File: src/rtl/trace_pkg.sv
// Shared record format for the commit trace unit: field layout, wire framing
// and the record-to-byte packing used by the serializer.
package trace_pkg;

  localparam int         TRACE_DATA_W = 32;
  localparam int         REC_BYTES    = 14;
  localparam logic [7:0] HDR_SOP      = 8'h80;

  typedef struct packed {
    logic                    ovf;
    logic                    reade;
    logic                    wr;
    logic                    rf_we;
    logic [15:0]             ts;
    logic [4:0]              reg_num;
    logic [TRACE_DATA_W-1:0] reg_data;
    logic [15:0]             addr16;
    logic [TRACE_DATA_W-1:0] mem_data;
  } trace_rec_t;

  // Byte 0 ends up in the low bits so the serializer can simply shift right.
  function automatic logic [8*REC_BYTES-1:0] pack_bytes(input trace_rec_t rec);
    logic [7:0] hdr;
    hdr = HDR_SOP | {1'b0, rec.ovf, 3'b000, rec.reade, rec.wr, rec.rf_we};
    return {rec.mem_data, rec.addr16, rec.reg_data, 3'b000, rec.reg_num, rec.ts, hdr};
  endfunction

endpackage

File: src/rtl/commit_trace_unit_if.sv
// Byte stream carrying trace records from the unit to a bench or debug UART.
interface commit_trace_unit_if;

  logic [7:0] tx_data;
  logic       tx_valid;
  logic       tx_ready;

  modport master (output tx_data, output tx_valid, input tx_ready);
  modport slave  (input tx_data, input tx_valid, output tx_ready);

endinterface

File: src/rtl/trace_fifo.sv
// Synchronous single-clock FIFO holding whole trace records.
module trace_fifo #(
  parameter int DEPTH = 8,
  parameter int WIDTH = 8
) (
  input  logic                     clk,
  input  logic                     reset,
  input  logic                     push,
  input  logic                     pop,
  input  logic [WIDTH-1:0]         wdata,
  output logic [WIDTH-1:0]         rdata,
  output logic                     full,
  output logic                     empty,
  output logic [$clog2(DEPTH):0]   level
);

  localparam int AW = $clog2(DEPTH);

  logic [WIDTH-1:0] mem [DEPTH];
  logic [AW:0]      wr_ptr;
  logic [AW:0]      rd_ptr;

  // Pointers carry one extra wrap bit so full and empty are distinguishable.
  assign level = wr_ptr - rd_ptr;
  assign full  = level[AW];
  assign empty = (wr_ptr == rd_ptr);
  assign rdata = mem[rd_ptr[AW-1:0]];

  always_ff @(posedge clk) begin
    if (reset) begin
      wr_ptr <= '0;
      rd_ptr <= '0;
    end else begin
      if (push && !full) begin
        mem[wr_ptr[AW-1:0]] <= wdata;
        wr_ptr              <= wr_ptr + (AW+1)'(1);
      end
      if (pop && !empty) begin
        rd_ptr <= rd_ptr + (AW+1)'(1);
      end
    end
  end

endmodule

File: src/rtl/commit_trace_unit.sv
// Captures writeback and data-memory activity into 14-byte trace records,
// queues them and streams them out byte by byte over a valid/ready link.
module commit_trace_unit
  import trace_pkg::*;
#(
  parameter int FIFO_DEPTH = 8,
  parameter int DATA_W     = TRACE_DATA_W,
  parameter int DM_ADDRESS = 9,
  parameter int TS_W       = 16
) (
  input  logic                        clk,
  input  logic                        reset,
  input  logic                        trace_en,
  input  logic                        reg_write_sig,
  input  logic [4:0]                  reg_num,
  input  logic [DATA_W-1:0]           reg_data,
  input  logic                        wr,
  input  logic                        reade,
  input  logic [DM_ADDRESS-1:0]       addr,
  input  logic [DATA_W-1:0]           wr_data,
  input  logic [DATA_W-1:0]           rd_data,
  commit_trace_unit_if.master         tx,
  output logic                        overflow_sticky,
  output logic [15:0]                 drop_cnt,
  output logic [$clog2(FIFO_DEPTH):0] fifo_level
);

  localparam int         REC_W    = $bits(trace_rec_t);
  localparam int         SR_W     = 8 * REC_BYTES;
  localparam logic [3:0] LAST_IDX = 4'(REC_BYTES - 1);

  typedef enum logic {IDLE, SEND} ser_state_t;

  ser_state_t      state;
  logic [3:0]      idx;
  logic [SR_W-1:0] shreg;
  logic            tx_valid_q;
  logic [TS_W-1:0] ts;
  logic            pending_ovf;
  logic            rf_we;
  logic            capture;
  logic            push;
  logic            pop;
  logic            fifo_full;
  logic            fifo_empty;
  trace_rec_t      rec_in;
  trace_rec_t      rec_out;

  // A write to x0 is architecturally a no-op, so it does not count as activity.
  assign rf_we   = reg_write_sig && (reg_num != 5'd0);
  assign capture = trace_en && (rf_we || wr || reade);
  assign push    = capture && !fifo_full;
  assign pop     = !fifo_empty &&
                   ((state == IDLE) || (tx.tx_ready && idx == LAST_IDX));

  always_comb begin
    rec_in          = '0;
    rec_in.ovf      = pending_ovf;
    rec_in.reade    = reade;
    rec_in.wr       = wr;
    rec_in.rf_we    = rf_we;
    rec_in.ts       = ts;
    rec_in.reg_num  = reg_num;
    rec_in.reg_data = reg_data;
    rec_in.addr16   = 16'(addr);
    rec_in.mem_data = wr ? wr_data : rd_data;
  end

  trace_fifo #(
    .DEPTH (FIFO_DEPTH),
    .WIDTH (REC_W)
  ) u_fifo (
    .clk   (clk),
    .reset (reset),
    .push  (push),
    .pop   (pop),
    .wdata (rec_in),
    .rdata (rec_out),
    .full  (fifo_full),
    .empty (fifo_empty),
    .level (fifo_level)
  );

  // A drop is remembered so the next record that makes it in is flagged.
  always_ff @(posedge clk) begin
    if (reset) begin
      ts              <= '0;
      drop_cnt        <= '0;
      overflow_sticky <= 1'b0;
      pending_ovf     <= 1'b0;
    end else begin
      ts <= ts + TS_W'(1);
      if (capture && fifo_full) begin
        if (drop_cnt != 16'hFFFF) begin
          drop_cnt <= drop_cnt + 16'd1;
        end
        overflow_sticky <= 1'b1;
        pending_ovf     <= 1'b1;
      end else if (push) begin
        pending_ovf <= 1'b0;
      end
    end
  end

  // On the last byte the next record is loaded directly so packets run back to back.
  always_ff @(posedge clk) begin
    if (reset) begin
      state      <= IDLE;
      idx        <= '0;
      shreg      <= '0;
      tx_valid_q <= 1'b0;
    end else begin
      case (state)
        IDLE: begin
          if (!fifo_empty) begin
            shreg      <= pack_bytes(rec_out);
            idx        <= '0;
            tx_valid_q <= 1'b1;
            state      <= SEND;
          end
        end
        SEND: begin
          if (tx.tx_ready) begin
            if (idx != LAST_IDX) begin
              shreg <= shreg >> 8;
              idx   <= idx + 4'd1;
            end else if (!fifo_empty) begin
              shreg <= pack_bytes(rec_out);
              idx   <= '0;
            end else begin
              shreg      <= '0;
              idx        <= '0;
              tx_valid_q <= 1'b0;
              state      <= IDLE;
            end
          end
        end
        default: begin
          state      <= IDLE;
          tx_valid_q <= 1'b0;
        end
      endcase
    end
  end

  assign tx.tx_data  = shreg[7:0];
  assign tx.tx_valid = tx_valid_q;

endmodule

File: src/flat_wrapper.sv
// flat-port wrapper written by rule: the top's interface ports become plain ports
module commit_trace_unit_flat import trace_pkg::*;
#(
  parameter int FIFO_DEPTH = 8,
  parameter int DATA_W     = TRACE_DATA_W,
  parameter int DM_ADDRESS = 9,
  parameter int TS_W       = 16
)
  (clk, reset, trace_en, reg_write_sig, reg_num, reg_data, wr, reade, addr, wr_data, rd_data, overflow_sticky, drop_cnt, fifo_level, tx_tx_data, tx_tx_valid, tx_tx_ready);
  commit_trace_unit_if tx_i ();
  input  logic clk;
  input  logic reset;
  input  logic trace_en;
  input  logic reg_write_sig;
  input  logic [4:0] reg_num;
  input  logic [DATA_W-1:0] reg_data;
  input  logic wr;
  input  logic reade;
  input  logic [DM_ADDRESS-1:0] addr;
  input  logic [DATA_W-1:0] wr_data;
  input  logic [DATA_W-1:0] rd_data;
  output logic overflow_sticky;
  output logic [15:0] drop_cnt;
  output logic [$clog2(FIFO_DEPTH):0] fifo_level;
  output wire logic [$bits(tx_i.tx_data)-1:0] tx_tx_data;
  output wire logic [$bits(tx_i.tx_valid)-1:0] tx_tx_valid;
  input wire logic [$bits(tx_i.tx_ready)-1:0] tx_tx_ready;
  assign tx_tx_data = tx_i.tx_data;
  assign tx_tx_valid = tx_i.tx_valid;
  assign tx_i.tx_ready = tx_tx_ready;
  commit_trace_unit #(.FIFO_DEPTH(FIFO_DEPTH), .DATA_W(DATA_W), .DM_ADDRESS(DM_ADDRESS), .TS_W(TS_W)) u_core (.clk(clk), .reset(reset), .trace_en(trace_en), .reg_write_sig(reg_write_sig), .reg_num(reg_num), .reg_data(reg_data), .wr(wr), .reade(reade), .addr(addr), .wr_data(wr_data), .rd_data(rd_data), .tx(tx_i), .overflow_sticky(overflow_sticky), .drop_cnt(drop_cnt), .fifo_level(fifo_level));
endmodule
File: config.mk
export PLATFORM = sky130hd
export DESIGN_NAME = commit_trace_unit_flat
export DESIGN_NICKNAME = d
export VERILOG_FILES = /design/src/rtl/trace_pkg.sv /design/src/rtl/commit_trace_unit_if.sv /design/src/rtl/trace_fifo.sv /design/src/rtl/commit_trace_unit.sv /design/src/flat_wrapper.sv
export SDC_FILE = /design/constraint.sdc
export NUM_CORES = 1
export LEC_CHECK = 0
export CAP_MARGIN = 30
export CORE_MARGIN = 2
export CORE_UTILIZATION = 55
export DETAILED_ROUTE_END_ITERATION = 10
export PLACE_DENSITY = 0.83
export SYNTH_ARGS = -nofsm -noshare
export SYNTH_HDL_FRONTEND = slang
export SYNTH_SLANG_ARGS = --single-unit
File: constraint.sdc
create_clock -name clk -period 9.4 [get_ports clk]
set_input_delay 1.88 -clock clk [delete_from_list [all_inputs] [get_ports clk]]
set_output_delay 1.88 -clock clk [all_outputs]
set_load 0.03 [all_outputs]
# Yosys cells after proc, flatten, opt, wreduce, memory -nomap -nowiden
# Memory sizes are Yosys's and may differ from the RTL's. A register that Yosys moved wholly into a read port is not among the register bits.
# Cells that the tools add are included.
# totals
output_inout_bits	30
n_memories	1
wordCells	70
regBits	160
mem_bits_rw	784
inputBits	117
# mem_list
memory	words	width	read_ports	rd_clocked_by_memory_dff	write_ports	line_no	source
u_core.u_fifo.mem	8	98	1	1	1	trace_fifo.sv:19	logic [WIDTH-1:0] mem [DEPTH];
# op_classes
bitwise_logic	1
addsub	6
n_eq_ne	8
n_reduce_logical	18
n_mux	26
# ops
op	n
112-bit 2-to-1 mux	4
112-bit one-hot mux with 2 select lines	1
16-bit by 1-bit adder with 16-bit output (second input constant)	2
32-bit 2-to-1 mux	1
16-bit inequality test (second input constant)	1
4-bit by 1-bit adder with 4-bit output (second input constant)	3
1-bit 2-to-1 mux	12
4-bit 2-to-1 mux	3
1-bit logical AND	8
2-bit inequality test (second input constant)	4
4-bit one-hot mux with 2 select lines	1
3-bit 2-to-1 mux	2
5-bit nonzero test	1
4-bit equality test	1
4-bit equality test (second input constant)	1
4-bit inequality test (second input constant)	1
1-bit one-hot mux with 2 select lines	2
2-bit AND reduction	2
4-bit AND reduction	1
4-bit subtractor	1
1-bit logical OR	3
1-bit logical NOT	2
2-bit nonzero test	1
1-bit inverter	1

# Logic depth before layout (Yosys ltp)
# logic_depth
word_depth	10
ltp_mapped	10
depth_no_buf	7

# Cells and area by module
# From an unflattened synthesis, not the netlist that was laid out.
# unflattened
hier_cells	2093
area_unflattened_um2	39599.2
# modules_own_cells
mod	seq_area_each_um2	area_per_inst_um2	instances	cells_per_inst
trace_fifo	25444.4	32762.7	1	1293
commit_trace_unit	3042.9	6836.6	1	800

# Least setup slack after synthesis
# Ideal clock, no wire load.
# synth_path
path_kind	in2reg
from	input port wr
to	memory u_core.u_fifo.mem[3][0] (netlist bit) (enable)
arrival_ns	9.453
path_buffers	2
setup_time_ns	0.675
path_stages	6
slack_ns	-0.729
required_time_ns	8.725
cell_sequence	clkbuf_1 -> or2_0 -> nor2_1 -> or3_1 -> buf_2 -> nor3_1
# synth_between
elab_chain_cells	8
# synth_lines
item	line_no	source
from (decl)	flat_wrapper.sv:17	input logic wr;
1-bit logical OR (2 in series)	commit_trace_unit.sv:51	assign capture = trace_en && (rf_we || wr || reade);
1-bit logical AND	commit_trace_unit.sv:51	
1-bit logical AND	commit_trace_unit.sv:52	assign push = capture && !fifo_full;
1-bit logical AND	trace_fifo.sv:34	if (push && !full) begin
1-bit 2-to-1 mux	trace_fifo.sv:34	
1-bit 2-to-1 mux	trace_fifo.sv:30	if (reset) begin
1-bit 2-to-1 mux (implied by the code)	trace_fifo.sv:35	mem[wr_ptr[AW-1:0]] <= wdata;
to (decl)	trace_fifo.sv:19	
# No other way between the ends.

==> run_results.csv <==
group,metric,value,unit
outcome,status,"complete, no violations",
logic_synthesis,ys_seq_elements,947,
logic_synthesis,yosys.area.top_type,"edfxtp_1",
critical_path,path_class,"in -> reg",
timing,relSlewSlack,0.345,
drt,drc,0,
logic_synthesis,ys.warnings.count,0,
pwr,irDropWorstVdd,0.201,mV
die,core,66000,um^2
logic_synthesis,postSynth.asyncResetShare,0,
logic_synthesis,synth_area_per_cell,17.8,um^2
global_route,grt_pass1_wl,124000,um
layout,fin_util,0.639,
pwr,p_per_area,270,nW/um^2
placed_design,port_buffers,146,
global_route,overflow,0,
logic_synthesis,synthMostInstantiatedCell,"edfxtp_1",
logic_synthesis,yosys-top-cells-count,"edfxtp_1 (784), mux4_2 (196), nand2_1 (189)",
drt,viasPerCell,6.35,
critical_path,regToRegStartpoint,"u_core.u_fifo.wr_ptr[1]",
die,die-width,262,um
critical_path,cp.required,9.66,ns
hold_path,hp-start,"u_core.overflow_sticky",
timing,setup_viol,0,
layout,stdcell_count,3151,
hold_path,hold_class,"reg -> reg",
placed_design,dp_hpwl,43900,um
timing,period_share,0.572,
global_route,antenna_found_initial,3,
critical_path,startpoint,"reg_num[4]",
cts,clk_pin_slew,0.06,ns
logic_synthesis,synth_edf_count,784,
critical_path,path_cells,"clkdlybuf4s50_1 > or4_1 > o21ai_1 > inv_2 > nor2_1 > or3_1 > nor4_4 > buf_4 > buf_4",
critical_path,slowest_stage,"buf_4",
drt,drt-wirelength-per-cell,25.9,um
critical_path,path_max_fanout,52,
global_route,grt_pass1_vias,20515,
drt,wl,81700,um
logic_synthesis,synth_top_cell_area_share,0.641,
logic_synthesis,yosysUniqueCellTypes,51,
critical_path,critPathMostFrequentCell,"buf_4",
drt,drtAntennaViolNets,0,
pwr,totalPowerFinal,11.4,mW
cts,cts_tree,"yes",
timing,report.final.hold_viol_count,0,
placed_design,post_dp_cell_area,39100,um^2
cts,post_cts_buffers,0,
critical_path,end_kind,"flop",
die,initial_utilization,0.557,
cts,root_buffer,"clkbuf_16",
timing,clock_skew,0.0169,ns
timing,period_minus_slack,5.38,ns
timing,max_freq,186,MHz
layout,final_cell_area,42100,um^2
cts,clk_path_buf_depth,3,
layout,layout-drive-gt1-share,0.207,
critical_path,start_kind,"primary input",
logic_synthesis,synth_flop_cell,"edfxtp_1",
critical_path,crit_arrival,5.64,ns
global_route,track_usage,0.236,
logic_synthesis,syn_nets,2197,
logic_synthesis,synthTopCellsByArea,"edfxtp_1 (64%), mux4_2 (12%), dfxtp_1 (8.9%), mux2_2 (2.7%), nand2_1 (1.9%)",
logic_synthesis,synth-seq-area-share,0.730,
timing,drv_slew,0,
drt,drtIter0Drc,2287,
timing,rsz0062_at_grt,"no",
job,cap_violations,0,
cts,cts_sinks,947,
logic_synthesis,syn_area,36700,um^2
layout,synthToLayoutAreaGrowth,14.7,%
die,fp-row-count,94,
critical_path,max_stage_delay,0.84,ns
cts,post_cts_resized,0,
timing,tightest_slew,0.983,ns
cts,cts_made_buffers,91,
layout,fin_nets,2333,
global_route,grt_max_degree,93,
drt,drt-pass1-iter-count,5,
placed_design,dp.cells,2974,
cts,ctsHoldBuffers,0,
die,dieArea,68900,um^2
drt,vias,20017,
cts,clk-insertion-delay-late,0.65,ns
logic_synthesis,syn_inst,2070,
die,die_y,262,um
cts,h-tree-depth,3,
placed_design,place_congestion,0.780,
pwr,p_leak,13.0,nW
die,io_pins,147,
==> cell usage in the layout, fill, tap and decap left out, types with 6 or more instances in the layout <==
cell type	netlist	layout
dfxtp_1	163	160
a22oi_1	8	8
clkbuf_16	0	92
mux2i_1	14	14
clkdlybuf4s50_1	0	144
mux4_2	196	196
o21ai_1	7	6
clkinv_2	0	15
a211oi_1	13	13
a21oi_1	46	46
nand3_1	101	101
nor3_2	0	6
nor3_1	22	16
nand2_1	189	189
buf_4	9	30
nor4_1	6	6
o21ai_0	8	8
nand4_1	11	11
edfxtp_1	784	784
xor2_1	10	10
mux2_2	88	88
bufinv_16	0	9
xnor2_1	12	12
clkbuf_8	0	7
a31oi_1	78	78
ha_1	9	9
inv_1	11	11
mux2_1	34	34
clkinv_1	1	8
or3_1	11	11
nor2_1	60	60
clkbuf_1	99	33
==> critical path: cells and delay by family <==
| kind | cells | cell delay [ns] |
|---|---|---|
| and+or+nand+nor | 4 | 1.06 |
| AOI/OAI and AO/OA | 1 | 0.19 |
| buffers and inverters | 4 | 2.47 |
==> final timing paths <==
path | endpoint | slack (ns) | cells past startpoint
min | u_core.overflow_sticky | 0.45 | 2
max reg2reg | u_core.u_fifo.mem[0][28] | 4.83 | 8
min reg2reg | u_core.overflow_sticky | 0.45 | 2
max | u_core.u_fifo.mem[0][28] | 4.02 | 9
==> state kept, by name, indices dropped and copies added, names as in the netlist, named ones only <==
name and cells:
u_core.u_fifo.rd_ptr 4, u_core.u_fifo.wr_ptr 4, u_core.overflow_sticky 1, u_core.pending_ovf 1
u_core.ts 16, u_core.drop_cnt 16, u_core.idx 4, u_core.u_fifo.mem 784
u_core.shreg 112, u_core.tx.tx_valid 1, u_core.state 1
==> stage by stage <==
stage	worst slack (ns)	hold WS [ns]	TNS, ns
2_1_floorplan	-0.729	0.432	-417.85
3_3_place_gp	3.44	0.437	0
3_5_place_dp	3.39	0.448	0
4_1_cts	4.04	0.456	0
5_1_grt	3.83	0.470	0
6_report	4.02	0.454	0
==> final cells by class <==
cell class,instances,area (um^2)
Inverter,13,48.8
Clock buffer,132,2520
Sequential cell,947,26800
Fill cell,4165,23800
Clock inverter,40,452
Multi-Input combinational cell,970,9380
Tap cell,864,1080
Antenna cell,2,5.00
Timing Repair Buffer,183,1830
==> logic make-up (layout without fill, tap and decap cells) <==
family          count (synthesis)  in the layout  synth area share
flops                         947            947             0.730
other cells                     0              2                 0
buf+inv                       153            368            0.0174
fa+ha+maj                      10             10           0.00361
mux                           332            332             0.161
compound gates                173            173            0.0294
xor+xnor                       22             22           0.00524
simple gates                  433            433            0.0535
==> metal layers <==
| layer | up-vias | track usage | routed length [um] |
|---|---|---|---|
| li1 | 8486 | - | - |
| met1 | 10332 | 0.305 | 30900 |
| met2 | 1030 | 0.408 | 42500 |
| met3 | 167 | 0.0400 | 6000 |
| met4 | 2 | 0.0794 | 2300 |
| met5 | - | 0 | 13 |
==> power breakdown <==
group / internal (mW) / switching, mW
sequential: 4.92 / 0.269
combinational: 0.996 / 1.52
clock: 2.12 / 1.53
total: 8.04 / 3.32
No activity file was read; power rests on OpenSTA's default activity.
